File: config.mk
export PLATFORM = sky130hd
export DESIGN_NAME = rt_mem_arbiter
export DESIGN_NICKNAME = d
export VERILOG_FILES = /design/src/rtl/rt_mem_arbiter.sv
export SDC_FILE = /design/constraint.sdc
export NUM_CORES = 1
export LEC_CHECK = 0
export BUFFER_PORTS_ARGS = -buffer_cell sky130_fd_sc_hd__buf_4
export CAP_MARGIN = 20
export CORE_AREA = 2 2 138 140
export CTS_CLUSTER_DIAMETER = 200
export DETAILED_ROUTE_END_ITERATION = 12
export DIE_AREA = 0 0 140 142
export HOLD_SLACK_MARGIN = 0.12
export SYNTH_ARGS = -nofsm -noshare
export SYNTH_HDL_FRONTEND = slang
export SYNTH_SLANG_ARGS = --single-unit
File: constraint.sdc
create_clock -name clk_i -period 7.15 [get_ports clk_i]
set_clock_uncertainty 0.15 [all_clocks]
set_input_delay 0.715 -clock clk_i [delete_from_list [all_inputs] [get_ports clk_i]]
set_output_delay 0.715 -clock clk_i [all_outputs]
set_load 0.01 [all_outputs]
File: src/rtl/rt_mem_arbiter.sv
// Round-robin arbiter sharing one single-port SRAM bank between NumReq OBI requesters.
// Grants are combinational and the fixed one-cycle read response is routed back to its issuer.
module rt_mem_arbiter #(
  parameter int NumReq = 3,
  parameter int AddrW  = 32,
  parameter int DataW  = 32,
  parameter int IdxW   = (NumReq > 1) ? $clog2(NumReq) : 1
) (
  input  logic                     clk_i,
  input  logic                     rst_i,
  input  logic [NumReq-1:0]        req_i,
  output logic [NumReq-1:0]        gnt_o,
  input  logic [NumReq*AddrW-1:0]  addr_i,
  input  logic [NumReq-1:0]        we_i,
  input  logic [NumReq*DataW/8-1:0] be_i,
  input  logic [NumReq*DataW-1:0]  wdata_i,
  output logic [NumReq-1:0]        rvalid_o,
  output logic [DataW-1:0]         rdata_o,
  output logic                     mem_req_o,
  output logic                     mem_we_o,
  output logic [AddrW-1:0]         mem_addr_o,
  output logic [DataW/8-1:0]       mem_be_o,
  output logic [DataW-1:0]         mem_wdata_o,
  input  logic [DataW-1:0]         mem_rdata_i
);

  localparam int BeW = DataW / 8;

  logic [IdxW-1:0] ptr_q, ptr_d;
  logic            rsp_valid_q, rsp_valid_d;
  logic [IdxW-1:0] rsp_idx_q, rsp_idx_d;
  logic            rsp_we_q, rsp_we_d;
  logic            win_vld;
  logic [IdxW-1:0] win_idx;
  logic            rsp_live;

  // Index arithmetic wraps at NumReq, not at 2^IdxW.
  function automatic logic [IdxW-1:0] wrap_add(input logic [IdxW-1:0] base, input int off);
    logic [IdxW:0] sum;
    sum = {1'b0, base} + (IdxW+1)'(off);
    if (sum >= (IdxW+1)'(NumReq)) begin
      sum = sum - (IdxW+1)'(NumReq);
    end
    return sum[IdxW-1:0];
  endfunction

  always_comb begin
    win_vld = 1'b0;
    win_idx = '0;
    for (int off = 0; off < NumReq; off++) begin
      if (!win_vld && !rst_i && req_i[wrap_add(ptr_q, off)]) begin
        win_vld = 1'b1;
        win_idx = wrap_add(ptr_q, off);
      end
    end
  end

  always_comb begin
    gnt_o = '0;
    if (win_vld) begin
      gnt_o[win_idx] = 1'b1;
    end
  end

  always_comb begin
    mem_req_o   = win_vld;
    mem_we_o    = 1'b0;
    mem_addr_o  = '0;
    mem_be_o    = '0;
    mem_wdata_o = '0;
    if (win_vld) begin
      mem_we_o    = we_i[win_idx] & ~rst_i;
      mem_addr_o  = addr_i[int'(win_idx)*AddrW +: AddrW];
      mem_be_o    = be_i[int'(win_idx)*BeW +: BeW];
      mem_wdata_o = wdata_i[int'(win_idx)*DataW +: DataW];
    end
  end

  always_comb begin
    ptr_d       = win_vld ? wrap_add(win_idx, 1) : ptr_q;
    rsp_valid_d = win_vld;
    rsp_idx_d   = win_idx;
    rsp_we_d    = mem_we_o;
  end

  always_ff @(posedge clk_i) begin
    if (rst_i) begin
      ptr_q       <= '0;
      rsp_valid_q <= 1'b0;
      rsp_idx_q   <= '0;
      rsp_we_q    <= 1'b0;
    end else begin
      ptr_q       <= ptr_d;
      rsp_valid_q <= rsp_valid_d;
      rsp_idx_q   <= rsp_idx_d;
      rsp_we_q    <= rsp_we_d;
    end
  end

  // A response still registered when reset rises is dropped.
  assign rsp_live = rsp_valid_q & ~rst_i;

  always_comb begin
    rvalid_o = '0;
    if (rsp_live) begin
      rvalid_o[rsp_idx_q] = 1'b1;
    end
  end

  assign rdata_o = (rsp_live && !rsp_we_q) ? mem_rdata_i : '0;

endmodule

### Yosys cells after proc, flatten, opt, wreduce, memory -nomap -nowiden

Cells that the tools add are included.

* register bits: 6
* latch bits: 0
* bits in writable memories: 0
* memory bits (read-only): 0
* output and inout bits: 108
* word-level logic and storage cells: 69
* memories: 0

* add/subtract/negate cells: 7
* multiply operators: 0
* div/mod/pow operators: 0
* $lt $le $gt $ge: 11
* eq/ne operators: 0
* shift-type cells: 3
* mux-type cells: 29
* bitwise gates (word level): 3
* reduce and logical (&&, ||, !) cells: 12

Operators by type and width (count)
* 96-bit by 8-bit indexed part select with 32-bit output: 2
* 32-bit 2-to-1 mux: 3
* 2-bit by 3-bit < comparator with 1-bit output (second input constant): 5
* 2-bit 2-to-1 mux: 7
* 12-bit by 5-bit indexed part select with 4-bit output: 1
* 1-bit 2-to-1 mux: 10
* 3-bit by 2-bit >= comparator with 1-bit output (second input constant): 3
* 1-bit binary-select mux with 2-bit select: 4
* 1-bit logical AND: 8
* 2-bit subtractor (second input constant): 4
* 2-bit by 1-bit adder with 3-bit output (second input constant): 2
* 3-bit 2-to-1 mux: 2
* 1-bit demux with 2-bit select: 2
* 2-bit by 1-bit >= comparator with 1-bit output (second input constant): 2
* 1-bit logical NOT: 4
* 4-bit 2-to-1 mux: 1
* 2-bit by 2-bit adder with 3-bit output (second input constant): 1
* 1-bit AND: 2
* 2-bit >= comparator (second input constant): 1
* 1-bit NOT: 1

### Longest topological paths before layout

Gate-level depths: netlist (run 1).

* depth in word-level cells: 19
* gate-level depth with buffers: 11
* mapped depth without buffers: 9

### Least setup slack after synthesis (run 1)

Ideal clock, no wire load.

* kind: register -> output
* start point: register ptr_q[0]
* end point: output gnt_o[1]
* arrival: 2.236 ns
* required time: 6.285 ns
* slack: 4.049 ns
* stages on the path, launching flop included: 12
* buffers on the path: 3
* cells stage by stage: dfxtp_1 inv_1 ha_1 buf_2 or3b_1 a221oi_2 or2_1 buf_4 buf_6 inv_1 ha_1 nor2b_1

* word-level cells in the longest chain between the ends: 19

RTL lines
* start, declared: line 29 `logic [IdxW-1:0] ptr_q, ptr_d;`
* start signal, assigned: line 93 `ptr_q <= ptr_d;`
* branches (longest 13 deep; another with 2-bit by 1-bit adder with 3-bit output)
* 2-bit 2-to-1 mux *: line 51 `if (!win_vld && !rst_i && req_i[wrap_add(ptr_q, off)]) begin`
* net rsp_idx_d[1]: line 31 `logic [IdxW-1:0] rsp_idx_q, rsp_idx_d;`
* 2-bit by 3-bit < comparator with 1-bit output (implied by the code) / 2-bit by 1-bit >= comparator with 1-bit output (equally long branches): line 61 `gnt_o[win_idx] = 1'b1;`
* 1-bit logical AND (implied by the code): line 61
* 1-bit 2-to-1 mux (implied by the code): line 61
* 1-bit demux with 2-bit select *: line 61
* 3-bit 2-to-1 mux *: line 60 `if (win_vld) begin`
* end, declared: line 12 `output logic [NumReq-1:0] gnt_o,`

Mark *: on every way through the listed nets, which the timed path passes. The select of a mux whose other input is x is not followed.

### Worst setup path after layout (run 1)

* start point: register ptr_q[0]
* end point: output mem_wdata_o[18]

* word-level cells in the longest chain between the ends: 16

RTL lines
* branches (longest 15 deep; another with 2-bit by 1-bit adder with 3-bit output)
* 32-bit 2-to-1 mux *: line 71 `if (win_vld) begin`
* end, declared: line 23 `output logic [DataW-1:0] mem_wdata_o,`

Every way passes the cells marked *. The select of a mux whose other input is x is not followed.

==> reports/results.ini, run 1 <==
[outcome]
status = finished, violations left
violations = design-rule violations

[sta]
min_period_over_period_pct = 61.9
hold_ws_ns = 0.325
setup_violations = 0
hold_violations = 0
finalWorstSetupSlack_ns = 2.73
min_period_ns = 4.42
fmax_mhz = 226
tns_ns = 0
final_max_slew_viol_count = 0
grt_setup_unrepaired = no
tightest_slew_ns = 1.00
max_slew_margin_pct = 32.8

[synthesis]
yosys_warnings = 0
post-synth-top-area-fraction_pct = 32.2
syn_area_um2 = 2240
ys_seq_elements = 6
synth_area_leaders = mux2i_1 32%, o2bb2ai_1 27%, and2_1 9.5%
ys_seq_area_share_pct = 5.37
syn-num-nets = 515
yosys.cell_types.count = 33
syn_area_per_cell_um2 = 8.42
yosysTopAreaCell = mux2i_1
synthCells = 266

[global_routing]
grt_pass1_vias = 3272
gr-total-overflow = 0
grtUsageTotal_pct = 10.8
antenna_found_initial = 0
grt_max_degree = 43
grt_pass1_wl_mm = 17.4

[clocking]
cts_resized = 0
post_cts_buffers = 0
clkTransAtPathRegs_ns = 0.03
clock_path_buffers = 2
clockRootBuffer = clkbuf_16
clk_latency_ns = 0.23
h-tree-depth = 1
cts.sinks = 6
numCtsBuffers = 3
cts_hold_buf = 0
cts_tree = yes

[critical_path]
critPathKind = reg2out
cp_top_family = simple AND/OR/NAND/NOR gates
crit_required_ns = 6.28
worstSetupEndpointType = output pin
cp-start-kind = flop
crit_top_cell = buf_4
crit_slowest_cell = or2_4
crit_arrival_ns = 3.56
path_max_fanout = 42
path_buf_inv = 3
max_stage_delay_ns = 0.66
cp_cell_sequence = inv_1 -> ha_1 -> or3b_1 -> a221oi_2 -> or2_4 -> buf_4 -> mux2i_1 -> o2bb2ai_1 -> buf_4

[final_layout]
fin_area_um2 = 5110
layout-drive-gt1-share_pct = 61.2
antenna_cells = 0
area_growth_pct = 128
final_common_cell = buf_4
post-route-util_pct = 27.7
final_cells = 832
layout_common_cells = 356 x buf_4, 72 x mux2i_1, 68 x o2bb2ai_1
nets = 849

[place]
gp_congestion = 0.788
dp_hpwl_mm = 10.1
placed_area_um2 = 5030
dp_worst_setup_slack_ns = 2.93
dp.cells = 829
io_buffers = 351

[routing]
drc = 11
routed_via_density = 4.01
drtIter0Drc = 151
dr.pass1.iters = 8
wirelength_mm = 12.1
wl_per_cell_um = 14.6
num_vias = 3337
ant_nets = 0

[floorplanning]
die_area_um2 = 19900
ios = 352
rows = 50
core_um2 = 18500
start_util_pct = 12.1
dieHeight_um = 142
die_x_um = 140

[power_and_ir_drop]
power.total_mw = 1.44
peakVddDrop_uv = 101
p_per_area_nw_per_um2 = 281
p_leak_nw = 2.38

[worst_hold_path]
hold_path.class = reg2reg

[flow_run]
cap_violations = 0

## worst min-delay path: stages, from the launching register on
cell and delay, ns:
dfxtp_1 0.31, nand2_1 0.06, a21oi_1 0.05
## cell usage after synthesis
master     number
o2111a_1        1
buf_4           1
nor2b_1         3
inv_1           9
nor2_1          8
o32a_1          1
ha_1            5
nor3_1          4
dfxtp_1         6
and2_1         34
a21oi_1         3
o21ai_0         2
or2_1           2
o211a_1         1
or3_1           1
o2bb2ai_1      68
o32ai_2         1
o31ai_2         1
nand2_1         2
clkbuf_1        8
a221oi_2        1
a31oi_4         1
o32ai_1         1
buf_6           9
a211oi_1        1
mux2i_1        72
buf_2           9
inv_2           1
nor3b_1         2
nand3b_1        4
or2_2           1
nand2b_1        2
or3b_1          1
## cell families (layout without fill, tap and decap cells)
family                   count (synthesis)  count (layout)  share of synthesized area (%)
buffers and inverters                   37             369                           9.89
flip-flops                               6               6                           5.37
multiplexers                            72              72                           32.2
AND/OR/NAND/NOR                         64              64                           17.0
AO/OA/AOI/OAI                           82              82                           32.8
adder cells (fa/ha/maj)                  5               5                           2.79
## path summary, 6_finish.rpt
kind / from / slack (ns) / cells past startpoint / to
worst min-delay path: ptr_q[1]$_SDFFE_PP0P_ / 0.33 / 2 / ptr_q[1]$_SDFFE_PP0P_
worst min register to register: ptr_q[1]$_SDFFE_PP0P_ / 0.33 / 2 / ptr_q[1]$_SDFFE_PP0P_
worst max register to register: ptr_q[0]$_SDFFE_PP0P_ / 4.16 / 8 / ptr_q[0]$_SDFFE_PP0P_
worst max-delay path: ptr_q[0]$_SDFFE_PP0P_ / 2.73 / 9 / mem_wdata_o[18]
## metal layers
metal	track usage, %	up-vias	part of all wire (%)
li1	-	1681	-
met1	14.5	1512	43
met2	18.5	138	51
met3	1.92	6	5.9
met4	1.22	0	0.36
met5	0	-	0
## final cells by class
type / count / area [um2]
Fill cell: 2017 / 13300
Timing Repair Buffer: 356 / 2670
Multi-Input combinational cell: 223 / 1910
Tap cell: 234 / 293
Sequential cell: 6 / 120
Clock buffer: 3 / 75.1
Inverter: 10 / 37.5
## registers in the layout (all words and copies together), names as in the netlist
signal / count
rsp_we_q: 1
rsp_valid_q: 1
ptr_q: 2
rsp_idx_q: 2
## report_power, final
part           switching, mW  internal, mW
sequential           0.00697        0.0474
clock                 0.0184        0.0717
combinational          0.655         0.637
Note: power is estimated with default switching activity, not from simulation.
==> run 2, diff against run 1 <==
Settings changed: ABC_AREA set to 1, CORE_AREA 2 2 138 140 to 2 2 135 137, DIE_AREA 0 0 140 142 to 0 0 137 139.
Clock period 7.15 ns to 3.9 ns, I/O delays scaled along.
==> run 2 against run 1 <==
  * The run now ends clean
  * Design area rose by 9.7%
  * Worst setup slack got worse by 2.4 ns
  * Critical path depth is 4 higher
  * Via count rose by 36%
  * Sequential cell count is the same
  * Synthesized cell count rose by 120%
  * Sequential share of layout area decreased by 0.21 points
  * Routed wire length rose by 6.5%
  * Combinational power increased to 3.1 times the previous value
==> reports/results.ini, run 2 <==
[routing]
dr.pass1.iters = 4  ; was 8
wl_per_cell_um = 11.3  ; was 14.6 um
num_vias = 4534  ; was 3337
wirelength_mm = 12.9  ; was 12.1 mm
drc = 0  ; was 11
drtIter0Drc = 227  ; was 151
ant_nets = 0  ; unchanged
routed_via_density = 3.97  ; was 4.01

[global_routing]
grt_max_degree = 74  ; was 43
antenna_found_initial = 0  ; unchanged
grt_pass1_wl_mm = 19.4  ; was 17.4 mm
grt_pass1_vias = 4190  ; was 3272
gr-total-overflow = 0  ; unchanged
grtUsageTotal_pct = 12.4  ; was 10.8%

[final_layout]
layout-drive-gt1-share_pct = 43.2  ; was 61.2%
antenna_cells = 0  ; unchanged
layout_common_cells = 353 x buf_4, 224 x nand2_1, 113 x inv_1  ; was 356 x buf_4, 72 x mux2i_1, 68 x o2bb2ai_1
top_regs = ptr_q: 2 flops, rsp_idx_q: 2 flops  ; unchanged
nets = 1165  ; was 849
area_growth_pct = 106  ; was 128%
fin_area_um2 = 5600  ; was 5110 um2
final_common_cell = buf_4  ; unchanged

[synthesis]
synthMostInstantiatedCell = nand2_1  ; was mux2i_1
yosys.cell_types.count = 23  ; was 33
syn_area_um2 = 2720  ; was 2240 um2
yosys_warnings = 0  ; unchanged
synthTopCellsByCount = 224 x nand2_1, 113 x inv_1, 78 x nand3_1  ; was 72 x mux2i_1, 68 x o2bb2ai_1, 34 x and2_1
syn-num-nets = 838  ; was 515
synth_flop_cell = dfxtp_1  ; unchanged
yosysTopAreaCell = nand2_1  ; was mux2i_1
synth_edf_count = 0  ; unchanged
post-synth-top-area-fraction_pct = 30.9  ; was 32.2%
ys_seq_elements = 6  ; unchanged
syn_area_per_cell_um2 = 4.61  ; was 8.42 um2
ys_seq_area_share_pct = 4.42  ; was 5.37%
synthArstFlopShare_pct = 0  ; unchanged
synthCells = 589  ; was 266
synth_area_leaders = nand2_1 31%, inv_1 16%, nand3_1 14%  ; was mux2i_1 32%, o2bb2ai_1 27%, and2_1 9.5%

[floorplanning]
die_area_um2 = 19000  ; was 19900 um2
ios = 352  ; unchanged
dieHeight_um = 139  ; was 142 um
start_util_pct = 15.4  ; was 12.1%
rows = 49  ; was 50
die_x_um = 137  ; was 140 um
core_um2 = 17700  ; was 18500 um2

[worst_hold_path]
hold_path.class = in2reg  ; was reg2reg
min_from = we_i[1]  ; was ptr_q[1]$_SDFFE_PP0P_

[place]
placed_area_um2 = 5520  ; was 5030 um2
dp_hpwl_mm = 10.6  ; was 10.1 mm
gp_congestion = 0.840  ; was 0.788
io_buffers = 351  ; unchanged

[clocking]
cts_tree = yes  ; unchanged
clkTransAtPathRegs_ns = 0.03  ; about the same
numCtsBuffers = 3  ; unchanged
clock_path_buffers = 2  ; unchanged
post_cts_buffers = 0  ; unchanged
cts.sinks = 6  ; unchanged
h-tree-depth = 1  ; unchanged
clk_latency_ns = 0.23  ; about the same
clockRootBuffer = clkbuf_16  ; unchanged

[critical_path]
r2r_start = ptr_q[0]$_SDFFE_PP0P_  ; unchanged
cp-start-kind = flop  ; unchanged
crit_arrival_ns = 3.05  ; was 3.56 ns
path_max_fanout = 43  ; was 42
worstSetupEndpointType = output pin  ; unchanged
critPathKind = reg2out  ; unchanged
cp-startpoint = ptr_q[0]$_SDFFE_PP0P_  ; unchanged
crit_required_ns = 3.36  ; was 6.28 ns

[sta]
min_period_ns = 3.59
tns_ns = 0  ; unchanged
fmax_mhz = 279
tightest_slew_ns = 0.810  ; was 1.00 ns
final_max_slew_viol_count = 0  ; unchanged
min_period_over_period_pct = 92.0
setup_violations = 0  ; unchanged
hold_violations = 0  ; unchanged
max_slew_margin_pct = 46.0  ; was 32.8%
grt_setup_unrepaired = no  ; unchanged
hold_ws_ns = 0.344  ; was 0.325 ns

[power_and_ir_drop]
p_per_area_nw_per_um2 = 759  ; was 281 nW/um2
peakVddDrop_uv = 465  ; was 101 uV
p_leak_nw = 3.49  ; was 2.38 nW

[outcome]
status = finished, final reports clean  ; was finished, violations left

[flow_run]
cap_violations = 0  ; unchanged

==> run 2: cells by family after synthesis <==
kind of cell	share of synthesized area (%)
buffers and inverters	22.4
AO/OA/AOI/OAI	1.47
adder cells (fa/ha/maj)	2.30
AND/OR/NAND/NOR	69.4
flip-flops	4.42
==> run 2: layer usage <==
layer  share of wire (%)  vias to the layer above  wire length (um)  GRT usage, %
met4                 1.3                        0               166          2.33
met3                  10                       12              1350          2.56
met2                  50                      238              6500          24.1
met5                   0                        -                 0             0
li1                    -                     2375                 -             -
met1                  38                     1909              4890          13.6
==> run 2: repair_timing <==
action	CTS	global route
endpoints found under the setup margin	0	43
gates resized for setup	0	1
hold buffers	0	0
==> run 2: critical path, cell delays in order (launching register included) <==
cell	delay, ns
dfxtp_1	0.35
inv_1	0.07
ha_1	0.37
inv_2	0.10
nand2_1	0.05
nand3_1	0.12
nand3_1	0.14
nand4_1	0.19
nand3_4	0.10
nor2_4	0.54
buf_6	0.41
nand3_1	0.16
nand2_1	0.08
buf_4	0.12
==> run 2: final cells by class <==
class                      instances  area, um2
timing repair buffer             355       2680
tap                              229        287
clock buffer                       3       75.1
inverter                         117        439
sequential                         6        120
fill                            1959      12100
multi-input combinational        433       2000
==> run 2: final timing paths <==
check / end / slack, ns / cells past startpoint
setup reg to reg: rsp_we_q$_SDFF_PP0_ / 1.02 / 10
hold reg to reg: ptr_q[0]$_SDFFE_PP0P_ / 0.37 / 2
hold / removal: rsp_we_q$_SDFF_PP0_ / 0.34 / 3
setup / recovery: mem_wdata_o[23] / 0.31 / 13
==> run 2: power by group <==
| group | switching [mW] | internal (mW) | total (mW) | leakage [nW] |
|---|---|---|---|---|
| clock network | 0.0316 | 0.131 | 0.163 | 0.0370 |
| registers | 0.0116 | 0.0891 | 0.101 | 0.0499 |
| logic | 2.20 | 1.79 | 3.99 | 3.40 |
==> run 2: through the flow <==
| step | setup WS (ns) | total power [mW] | utilization, % | std cells |
|---|---|---|---|---|
| after global placement | 0.441 | 4.14 | 31.3 | 1140 |
| after detailed placement | 0.356 | 4.16 | 31.3 | 1140 |
| after global routing | 0.0455 | 4.73 | 31.7 | 1143 |
| after CTS | 0.0949 | 4.34 | 31.7 | 1143 |
| after floorplan | 1.35 | 2.38 | - | 589 |
| final | 0.313 | 4.25 | 31.7 | 1143 |
